==> src/rtl/wr_dec_sequencer_pkg.sv <==
// Shared constants and request record for the register-write sequencer.
// Default sizes match the processor's 20-register block with an 8-bit data bus.
package wr_seq_pkg;

    localparam int NUM_REGS_DEF = 20;
    localparam int ADDR_W_DEF   = 5;
    localparam int DATA_W_DEF   = 8;
    localparam int DEPTH_DEF    = 4;

    typedef struct packed {
        logic [ADDR_W_DEF-1:0] addr;
        logic [DATA_W_DEF-1:0] data;
    } wr_req_t;

    // Occupancy counter width: one extra bit so a full FIFO is distinguishable from empty.
    function automatic int cnt_width(input int depth);
        return $clog2(depth) + 1;
    endfunction

endpackage

==> src/rtl/wr_dec_sequencer_if.sv <==
// Valid/ready request channel from the control unit into the write sequencer.
interface wr_dec_sequencer_if
    import wr_seq_pkg::*;
#(
    parameter int ADDR_W = ADDR_W_DEF,
    parameter int DATA_W = DATA_W_DEF
) ();

    logic              req_valid;
    logic              req_ready;
    logic [ADDR_W-1:0] req_addr;
    logic [DATA_W-1:0] req_data;

    modport master (
        output req_valid,
        output req_addr,
        output req_data,
        input  req_ready
    );

    modport slave (
        input  req_valid,
        input  req_addr,
        input  req_data,
        output req_ready
    );

endinterface

==> src/rtl/wr_dec_sequencer_fifo.sv <==
// Small synchronous FIFO holding pending register writes; head is read combinationally
// so the issue stage can register the strobe in the same edge as the pop.
module wr_req_fifo #(
    parameter int WIDTH = 13,
    parameter int DEPTH = 4
) (
    input  logic               clk_i,
    input  logic               rst_i,
    input  logic               push_i,
    input  logic [WIDTH-1:0]   wdata_i,
    input  logic               pop_i,
    output logic [WIDTH-1:0]   rdata_o,
    output logic               full_o,
    output logic               empty_o,
    output logic [$clog2(DEPTH):0] count_o
);

    localparam int PTR_W = $clog2(DEPTH);
    localparam int CNT_W = PTR_W + 1;

    logic [WIDTH-1:0] mem_q [DEPTH];
    logic [PTR_W-1:0] wr_ptr_q, wr_ptr_d;
    logic [PTR_W-1:0] rd_ptr_q, rd_ptr_d;
    logic [CNT_W-1:0] count_q,  count_d;
    logic             do_push, do_pop;

    assign full_o  = (count_q == CNT_W'(DEPTH));
    assign empty_o = (count_q == '0);
    assign count_o = count_q;
    assign rdata_o = mem_q[rd_ptr_q];

    // Guard against overflow/underflow even if the caller ignores full/empty.
    assign do_push = push_i && !full_o;
    assign do_pop  = pop_i  && !empty_o;

    always_comb begin
        wr_ptr_d = wr_ptr_q;
        rd_ptr_d = rd_ptr_q;
        count_d  = count_q;
        if (do_push) wr_ptr_d = wr_ptr_q + PTR_W'(1);
        if (do_pop)  rd_ptr_d = rd_ptr_q + PTR_W'(1);
        case ({do_push, do_pop})
            2'b10:   count_d = count_q + CNT_W'(1);
            2'b01:   count_d = count_q - CNT_W'(1);
            default: count_d = count_q;
        endcase
    end

    always_ff @(posedge clk_i) begin
        if (rst_i) begin
            wr_ptr_q <= '0;
            rd_ptr_q <= '0;
            count_q  <= '0;
        end else begin
            wr_ptr_q <= wr_ptr_d;
            rd_ptr_q <= rd_ptr_d;
            count_q  <= count_d;
        end
    end

    // Storage carries no reset; stale contents are unreachable once the pointers clear.
    always_ff @(posedge clk_i) begin
        if (do_push) mem_q[wr_ptr_q] <= wdata_i;
    end

endmodule

==> src/rtl/wr_dec_sequencer.sv <==
// Write-side sequencer: queues register writes and issues one registered one-hot
// write strobe (WRDec_out) with aligned data (Bus_out) per clock.
module wr_dec_sequencer
    import wr_seq_pkg::*;
#(
    parameter int NUM_REGS = NUM_REGS_DEF,
    parameter int ADDR_W   = ADDR_W_DEF,
    parameter int DATA_W   = DATA_W_DEF,
    parameter int DEPTH    = DEPTH_DEF
) (
    input  logic                   Clock,
    input  logic                   Reset,
    wr_dec_sequencer_if.slave      req_if,
    input  logic                   hold,
    output logic [NUM_REGS-1:0]    WRDec_out,
    output logic [DATA_W-1:0]      Bus_out,
    output logic                   err_out,
    output logic [$clog2(DEPTH):0] pending
);

    typedef struct packed {
        logic [ADDR_W-1:0] addr;
        logic [DATA_W-1:0] data;
    } req_t;

    req_t                  wr_entry, head;
    logic                  accept, addr_ok, push, pop;
    logic                  fifo_full, fifo_empty;
    logic [NUM_REGS-1:0]   wrdec_q, wrdec_d;
    logic [DATA_W-1:0]     bus_q, bus_d;
    logic                  err_q, err_d;

    // Ready comes from registered occupancy only; a same-cycle pop never opens a slot.
    assign req_if.req_ready = !fifo_full;
    assign accept  = req_if.req_valid && !fifo_full;
    assign addr_ok = ({1'b0, req_if.req_addr} < (ADDR_W+1)'(NUM_REGS));
    assign push    = accept && addr_ok;
    assign pop     = !hold && !fifo_empty;

    assign wr_entry.addr = req_if.req_addr;
    assign wr_entry.data = req_if.req_data;

    wr_req_fifo #(
        .WIDTH ($bits(req_t)),
        .DEPTH (DEPTH)
    ) u_fifo (
        .clk_i   (Clock),
        .rst_i   (Reset),
        .push_i  (push),
        .wdata_i (wr_entry),
        .pop_i   (pop),
        .rdata_o (head),
        .full_o  (fifo_full),
        .empty_o (fifo_empty),
        .count_o (pending)
    );

    // Each decoder bit is an independent address match, so the bus is one-hot or zero.
    for (genvar gi = 0; gi < NUM_REGS; gi++) begin : g_dec
        assign wrdec_d[gi] = pop && (head.addr == ADDR_W'(gi));
    end

    assign bus_d = pop ? head.data : bus_q;
    assign err_d = accept && !addr_ok;

    always_ff @(posedge Clock) begin
        if (Reset) begin
            wrdec_q <= '0;
            bus_q   <= '0;
            err_q   <= 1'b0;
        end else begin
            wrdec_q <= wrdec_d;
            bus_q   <= bus_d;
            err_q   <= err_d;
        end
    end

    assign WRDec_out = wrdec_q;
    assign Bus_out   = bus_q;
    assign err_out   = err_q;

endmodule

==> src/flat_wrapper.sv <==
// flat-port wrapper written by rule: the top's interface ports become plain ports
module wr_dec_sequencer_flat import wr_seq_pkg::*;
#(
    parameter int NUM_REGS = NUM_REGS_DEF,
    parameter int ADDR_W   = ADDR_W_DEF,
    parameter int DATA_W   = DATA_W_DEF,
    parameter int DEPTH    = DEPTH_DEF
)
  (Clock, Reset, hold, WRDec_out, Bus_out, err_out, pending, req_if_req_valid, req_if_req_addr, req_if_req_data, req_if_req_ready);
  wr_dec_sequencer_if #(.ADDR_W(ADDR_W), .DATA_W(DATA_W)) req_if_i ();
  input  logic Clock;
  input  logic Reset;
  input  logic hold;
  output logic [NUM_REGS-1:0] WRDec_out;
  output logic [DATA_W-1:0] Bus_out;
  output logic err_out;
  output logic [$clog2(DEPTH):0] pending;
  input wire logic [$bits(req_if_i.req_valid)-1:0] req_if_req_valid;
  input wire logic [$bits(req_if_i.req_addr)-1:0] req_if_req_addr;
  input wire logic [$bits(req_if_i.req_data)-1:0] req_if_req_data;
  output wire logic [$bits(req_if_i.req_ready)-1:0] req_if_req_ready;
  assign req_if_i.req_valid = req_if_req_valid;
  assign req_if_i.req_addr = req_if_req_addr;
  assign req_if_i.req_data = req_if_req_data;
  assign req_if_req_ready = req_if_i.req_ready;
  wr_dec_sequencer #(.NUM_REGS(NUM_REGS), .ADDR_W(ADDR_W), .DATA_W(DATA_W), .DEPTH(DEPTH)) u_core (.Clock(Clock), .Reset(Reset), .req_if(req_if_i), .hold(hold), .WRDec_out(WRDec_out), .Bus_out(Bus_out), .err_out(err_out), .pending(pending));
endmodule
==> config.mk <==
export PLATFORM = sky130hd
export DESIGN_NAME = wr_dec_sequencer_flat
export DESIGN_NICKNAME = d
export VERILOG_FILES = /design/src/rtl/wr_dec_sequencer_pkg.sv /design/src/rtl/wr_dec_sequencer_if.sv /design/src/rtl/wr_dec_sequencer_fifo.sv /design/src/rtl/wr_dec_sequencer.sv /design/src/flat_wrapper.sv
export SDC_FILE = /design/constraint.sdc
export NUM_CORES = 1
export LEC_CHECK = 0
export ABC_AREA = 1
export CAP_MARGIN = 20
export CORE_MARGIN = 1
export CORE_UTILIZATION = 30
export CTS_BUF_LIST = sky130_fd_sc_hd__clkbuf_8
export DETAILED_ROUTE_END_ITERATION = 10
export DONT_BUFFER_PORTS = 1
export HOLD_SLACK_MARGIN = 0.02
export SKIP_CTS_REPAIR_TIMING = 1
export SLEW_MARGIN = 40
export SYNTH_ARGS = -nofsm -noshare
export SYNTH_HDL_FRONTEND = slang
export SYNTH_SLANG_ARGS = --single-unit
==> constraint.sdc <==
create_clock -name Clock -period 2.85 [get_ports Clock]
set_clock_uncertainty 0.05 [all_clocks]
set_input_delay 0.285 -clock Clock [delete_from_list [all_inputs] [get_ports Clock]]
set_output_delay 0.285 -clock Clock [all_outputs]
set_load 0.05 [all_outputs]
* Word level (Yosys, flattened, before mapping)
Memories as Yosys holds them, arrays and structs flattened. A register that Yosys moved wholly into a read port is not among the register bits.
Index checks and enable logic that the tools add are counted.
** Operators by class
- Equality and inequality tests :: 22
- Add/sub/neg operators :: 4
- Multiplexer cells :: 5
- Magnitude comparators :: 1
- Reduce and logical (&&, ||, !) cells :: 33
** Operators with widths (count)
- $eq 5x4->1 const B :: 8
- $logic_and 1x1->1 :: 26
- $eq 5x3->1 const B :: 4
- $eq 5x5->1 const B :: 4
- $eq 5x2->1 const B :: 2
- $pmux 3 s2 :: 1
- $eq 5x1->1 const B :: 1
- $logic_not 5->1 :: 1
- $lt 5x5->1 const B :: 1
- $add 2x1->2 const B :: 2
- $logic_not 1->1 :: 4
- $mux 2 :: 2
- $add 3x1->3 const B :: 1
- $eq 3x3->1 const B :: 1
- $logic_not 3->1 :: 1
- $sub 3x1->3 const B :: 1
- $eq 2x1->1 const B :: 1
- $eq 2x2->1 const B :: 1
- $mux 1 :: 2
- $reduce_bool 2->1 :: 1
** Word-level totals
- Bits in writable memories :: 52
- Memories :: 1
- Bits in registers :: 36
- Output and inout bits :: 33
- Word-level logic and storage cells :: 72
** Memory list
- u_core.u_fifo.mem_q :: words 4, bits a word 13, rd ports 1, clocked after memory_dff 1, wr ports 1, line wr_dec_sequencer_fifo.sv:21 : logic [WIDTH-1:0] mem_q [DEPTH];

* Depth between registers and ports, before layout
- Word-level depth :: 7
- Depth in mapped cells :: 12
- Gate-level depth less buffers :: 12

* Modules after synthesis
A second synthesis with hierarchy kept.
** Unflattened totals
- Cells, all modules :: 328
- Area, all modules :: 3494.6 um^2
** By module, submodules not included
- wr_req_fifo :: cells an instance 196, area each 2459.9 um^2, instances 1
- wr_dec_sequencer :: cells an instance 132, area each 1034.7 um^2, instances 1

* Least setup slack after synthesis
OpenSTA, ideal clock, no wires.
- Path type :: register to register
- Start point :: register u_core.u_fifo.count_q[2] (netlist: u_core.u_fifo.count_o[2])
- End point :: register u_core.u_fifo.count_q[2] (netlist: u_core.u_fifo.count_o[2])
- Arrival :: 2582 ps
- Stages on the path, launching flop included :: 10
- Path slack :: 98 ps
- Library setup time :: 120 ps
- Cells stage by stage :: dfxtp_1 > nand3_1 > nand3_1 > ha_1 > inv_1 > fa_1 > nand2_1 > nand3_1 > o21ai_0 > a21oi_1
** Between the ends
- Word-level cells in the longest chain between the ends :: 7
- Elaborated cells between the ends (all ways) :: 15
- Classes of those cells :: add/sub (2); eq/ne (3); mux (1); reduce/logical (9)
** Ends and longest elaborated chain
- start, declared :: line wr_dec_sequencer_fifo.sv:24 : logic [CNT_W-1:0] count_q, count_d;
- start signal, assigned :: line wr_dec_sequencer_fifo.sv:57 : count_q <= count_d;
- $eq 3x3->1 (*) :: line wr_dec_sequencer_fifo.sv:27 : assign full_o = (count_q == CNT_W'(DEPTH));
- $logic_not 1->1 (*)
- named net req_if_req_ready :: line flat_wrapper.sv:21 : output wire logic [$bits(req_if_i.req_ready)-1:0] req_if_req_ready;
- $logic_and 1x1->1 :: line wr_dec_sequencer.sv:35 : assign accept = req_if.req_valid && !fifo_full;
- $logic_and 1x1->1 :: line wr_dec_sequencer.sv:37 : assign push = accept && addr_ok;
- $logic_and 1x1->1 (*) :: line wr_dec_sequencer_fifo.sv:33 : assign do_push = push_i && !full_o;
- $eq 2x1->1 / $eq 2x2->1 (equally long branches) :: line wr_dec_sequencer_fifo.sv:42 : case ({do_push, do_pop})
- $pmux 3 s2 / $reduce_bool 2->1 (equally long branches)
Mark *: on every way through the listed nets, which the timed path passes. The rest lies on a longest branch.
A chain may end at the register's enable or synchronous reset.

* Worst setup path after layout
- Start point :: register u_core.u_fifo.count_q[0] (netlist: u_core.u_fifo.count_o[0])
- End point :: register u_core.u_fifo.count_q[2] (netlist: u_core.u_fifo.count_o[2])
** Between the ends
- Word-level cells in the longest chain between the ends :: 7
- Elaborated cells between the ends (all ways) :: 15
- Classes of those cells :: add/sub (2); eq/ne (3); mux (1); reduce/logical (9)
** Ends and longest elaborated chain (line)
- $eq 3x3->1 :: wr_dec_sequencer_fifo.sv:27
- $logic_not 1->1 :: wr_dec_sequencer_fifo.sv:33, wr_dec_sequencer.sv:35
- $logic_and 1x1->1 :: wr_dec_sequencer.sv:35
- $logic_and 1x1->1 :: wr_dec_sequencer.sv:37
- $logic_and 1x1->1 :: wr_dec_sequencer_fifo.sv:33
- $eq 2x1->1 / $eq 2x2->1 (equally long branches) :: wr_dec_sequencer_fifo.sv:42
- $pmux 3 s2 / $reduce_bool 2->1 (equally long branches)
Several ways; a longest one is shown, not always the timed one.

==> results.sh <==
export IMPL_synthMuxAreaShare=0
export IMPL_grt_pass1_vias=2073
export IMPL_initial_core_util=0.314
export IMPL_pre_cts_slack_ns=0.563
export IMPL_synthXorXnorAreaFrac=0.00253
export IMPL_via_count=2267
export IMPL_io_pins=50
export IMPL_start_kind="flip-flop"
export IMPL_routedWlPerCell_um=13.6
export IMPL_cts_root_buffer="clkbuf_8"
export IMPL_setup_tns_ns=0
export IMPL_power_share_clock=0.250
export IMPL_hpwlAfterDp_mm=4.74
export IMPL_via_per_inst=4.47
export IMPL_yosys_area_share_simple=0.201
export IMPL_std_cell_rows=38
export IMPL_worst_setup_path_end_kind="flip-flop"
export IMPL_netlist_area_um2=3460
export IMPL_p_sw_w=0.00129
export IMPL_slew_headroom=0.631
export IMPL_slowest_delay_ns=0.38
export IMPL_ant_nets=0
export IMPL_wl_met1_mm=2.89
export IMPL_num_antenna_cells=0
export IMPL_async_flop_share=0
export IMPL_power_leakage_nw=1.58
export IMPL_stdcell_count=507
export IMPL_synth_ff_type="edfxtp_1"
export IMPL_coreArea_um2=11000
export IMPL_dp_cells=477
export IMPL_syn_inst=332
export IMPL_worst_endpoint_arrival_ns=2.50
export IMPL_synth_compound_area_frac=0.0507
export IMPL_overflow=0
export IMPL_period_share=0.813
export IMPL_setup_ws_ns=0.534
export IMPL_yosys_warnings=0
export IMPL_cp_required_ns=3.04
export IMPL_top_layer_used="met4"
export IMPL_total_power_w=0.00349
export IMPL_min_path_type="in -> reg"
export IMPL_grt_max_degree=27
export IMPL_synth_edf_count=52
export IMPL_die_area_um2=12000
export IMPL_grt_total_usage=0.121
export IMPL_cp_top_family="adder cells"
export IMPL_drc=0
export IMPL_clk_pin_slew_worst_paths_ns=0.09
export IMPL_synth_cell_types=23
export IMPL_ir_drop_v=0.000320
export IMPL_cts_num_sinks=90
export IMPL_synth_top_family_by_area="simple AND/OR/NAND/NOR gates"
export IMPL_cap_violations=0
export IMPL_worstPathMaxFanout=9
export IMPL_p_per_area_nw_per_um2=870
export IMPL_fmax_ghz=0.432
export IMPL_worstSetupPathType="reg -> reg"
export IMPL_routed_wl_mm=6.91
export IMPL_antenna_found_initial=0
export IMPL_nets=385
export IMPL_route_met3_wl_um=575
export IMPL_cts_max_level=3
export IMPL_dr_wl_met2_mm=3.28
export IMPL_crit_buf_inv=3
export IMPL_clk_path_buf_depth=2
export IMPL_cp_slowest_cell="fa_1"
export IMPL_port_buffers=0
export IMPL_worst_pin_slew_ns=0.552
export IMPL_period_needed_ns=2.32
export IMPL_die_y_um=109
export IMPL_layout_drive_gt1_share=0.136
export IMPL_seq_power_share=0.506
export IMPL_cpMostUsedCell="nand3_1"
export IMPL_internal_power_w=0.00220
export IMPL_hold_violations=0
export IMPL_cts_buffers=9
export IMPL_swShare=0.370
export IMPL_syn_nets=355
export IMPL_insertion_delay_ns=0.35
export IMPL_area_growth_pct=16.0
export IMPL_drt_iter0_drc=94
export IMPL_status="finished clean"
export IMPL_routabilityCongestion=0.721
export IMPL_fp_dieW_um=109
export IMPL_synth_fa_ha_area_frac=0.0239
export IMPL_holdWs_ns=0.0303
export IMPL_syn_area_per_cell_um2=10.4
export IMPL_pwr_share_comb=0.244
export IMPL_final_max_slew_viol_count=0
export IMPL_tritoncts="yes"
export IMPL_seq_area_frac_synth=0.671
export IMPL_grt_pass1_wl_mm=10.5
export IMPL_finalSetupViolations=0
export IMPL_rsz0062_at_grt="false"
export IMPL_ys_ff_latch=90
export IMPL_firstDrtPassIters=4
export IMPL_cp_cell_sequence="inv_1, nand3_1, buf_4, nand3_1, ha_1, inv_1, fa_1, nand2_1, nand3_1, o21ai_0, a21oi_1"
## Yosys cell counts, types with 3 or more instances
master | number | share of area
nand2_1 | 57 | 0.062
nor2_1 | 78 | 0.085
ha_1 | 5 | 0.018
o21ai_0 | 29 | 0.042
nand3_1 | 14 | 0.020
inv_1 | 20 | 0.022
nand2_2 | 11 | 0.020
nor2_2 | 3 | 0.0054
dfxtp_1 | 38 | 0.22
edfxtp_1 | 52 | 0.45
a21oi_1 | 6 | 0.0087
buf_2 | 4 | 0.0058
## final cells by class
type,count,area (um^2)
fill,1117,7020
sequential,90,2320
multi-input combinational,208,962
timing repair buffer,29,253
tap,140,175
clock buffer,10,138
inverter,24,97.6
clock inverter,6,62.6
## power groups by stage
stage	logic (W)	clock network, W	registers [W]
after floorplan	0.000634	0	0.00181
after global placement	0.000822	0	0.00180
after detailed placement	0.000839	0	0.00180
after CTS	0.000842	0.000892	0.00177
after global routing	0.000969	0.000939	0.00179
final	0.000853	0.000871	0.00177
## sequential cells by signal, indices dropped and copies added (netlist names), named ones only
signal,count
u_core.u_fifo.count_o,3
u_core.Bus_out,8
u_core.u_fifo.mem_q,52
u_core.u_fifo.rd_ptr_q,2
u_core.u_fifo.wr_ptr_q,2
u_core.err_out,1
u_core.WRDec_out,20
## cells by family after synthesis
kind of cell / count (synthesis)
XOR/XNOR: 1
AO/OA/AOI/OAI: 35
flip-flops: 90
AND/OR/NAND/NOR: 166
buffers and inverters: 34
adder cells (fa/ha/maj): 6
## layer usage
| layer | up-vias | track usage |
|---|---|---|
| li1 | 1140 | - |
| met1 | 1047 | 0.136 |
| met2 | 66 | 0.196 |
| met3 | 14 | 0.0575 |
| met4 | 0 | 0.0514 |
| met5 | - | 0 |
## placed cells by master, fill, tap and decap left out, types with 6 or more instances in the layout
cell           synthesis  final
nand2_2               11     11
dfxtp_1               38     38
nand3_1               14     14
nand2_1               57     57
dlygate4sd3_1          0     14
buf_4                  1     15
inv_1                 20     21
o21ai_0               29     29
a21oi_1                6      6
clkbuf_8               0     10
nor2_1                78     78
edfxtp_1              52     52
## metrics by stage
step | util | area (um^2)
CTS | 0.351 | 3870
global route | 0.364 | 4010
floorplan | - | 3460
finish | 0.364 | 4010
detailed placement | 0.333 | 3670
global placement | 0.333 | 3670
## worst reg2reg max path, stage by stage (launching register included)
cell and delay (ns):
dfxtp_1 0.32, inv_1 0.15, nand3_1 0.10, buf_4 0.21
nand3_1 0.30, ha_1 0.23, inv_1 0.07, fa_1 0.38
nand2_1 0.08, nand3_1 0.09, o21ai_0 0.17, a21oi_1 0.07
## path summary, 6_finish.rpt
kind                             startpoint                        end  slack [ns]  cells past startpoint
hold / removal             req_if_req_valid             u_core.err_out        0.03                      2
setup / recovery   u_core.u_fifo.count_o[0]   u_core.u_fifo.count_o[2]        0.53                     11
setup reg to reg   u_core.u_fifo.count_o[0]   u_core.u_fifo.count_o[2]        0.53                     11
hold reg to reg   u_core.u_fifo.rd_ptr_q[1]  u_core.u_fifo.rd_ptr_q[1]        0.46                      2
Power figures use the tool's default switching activity.
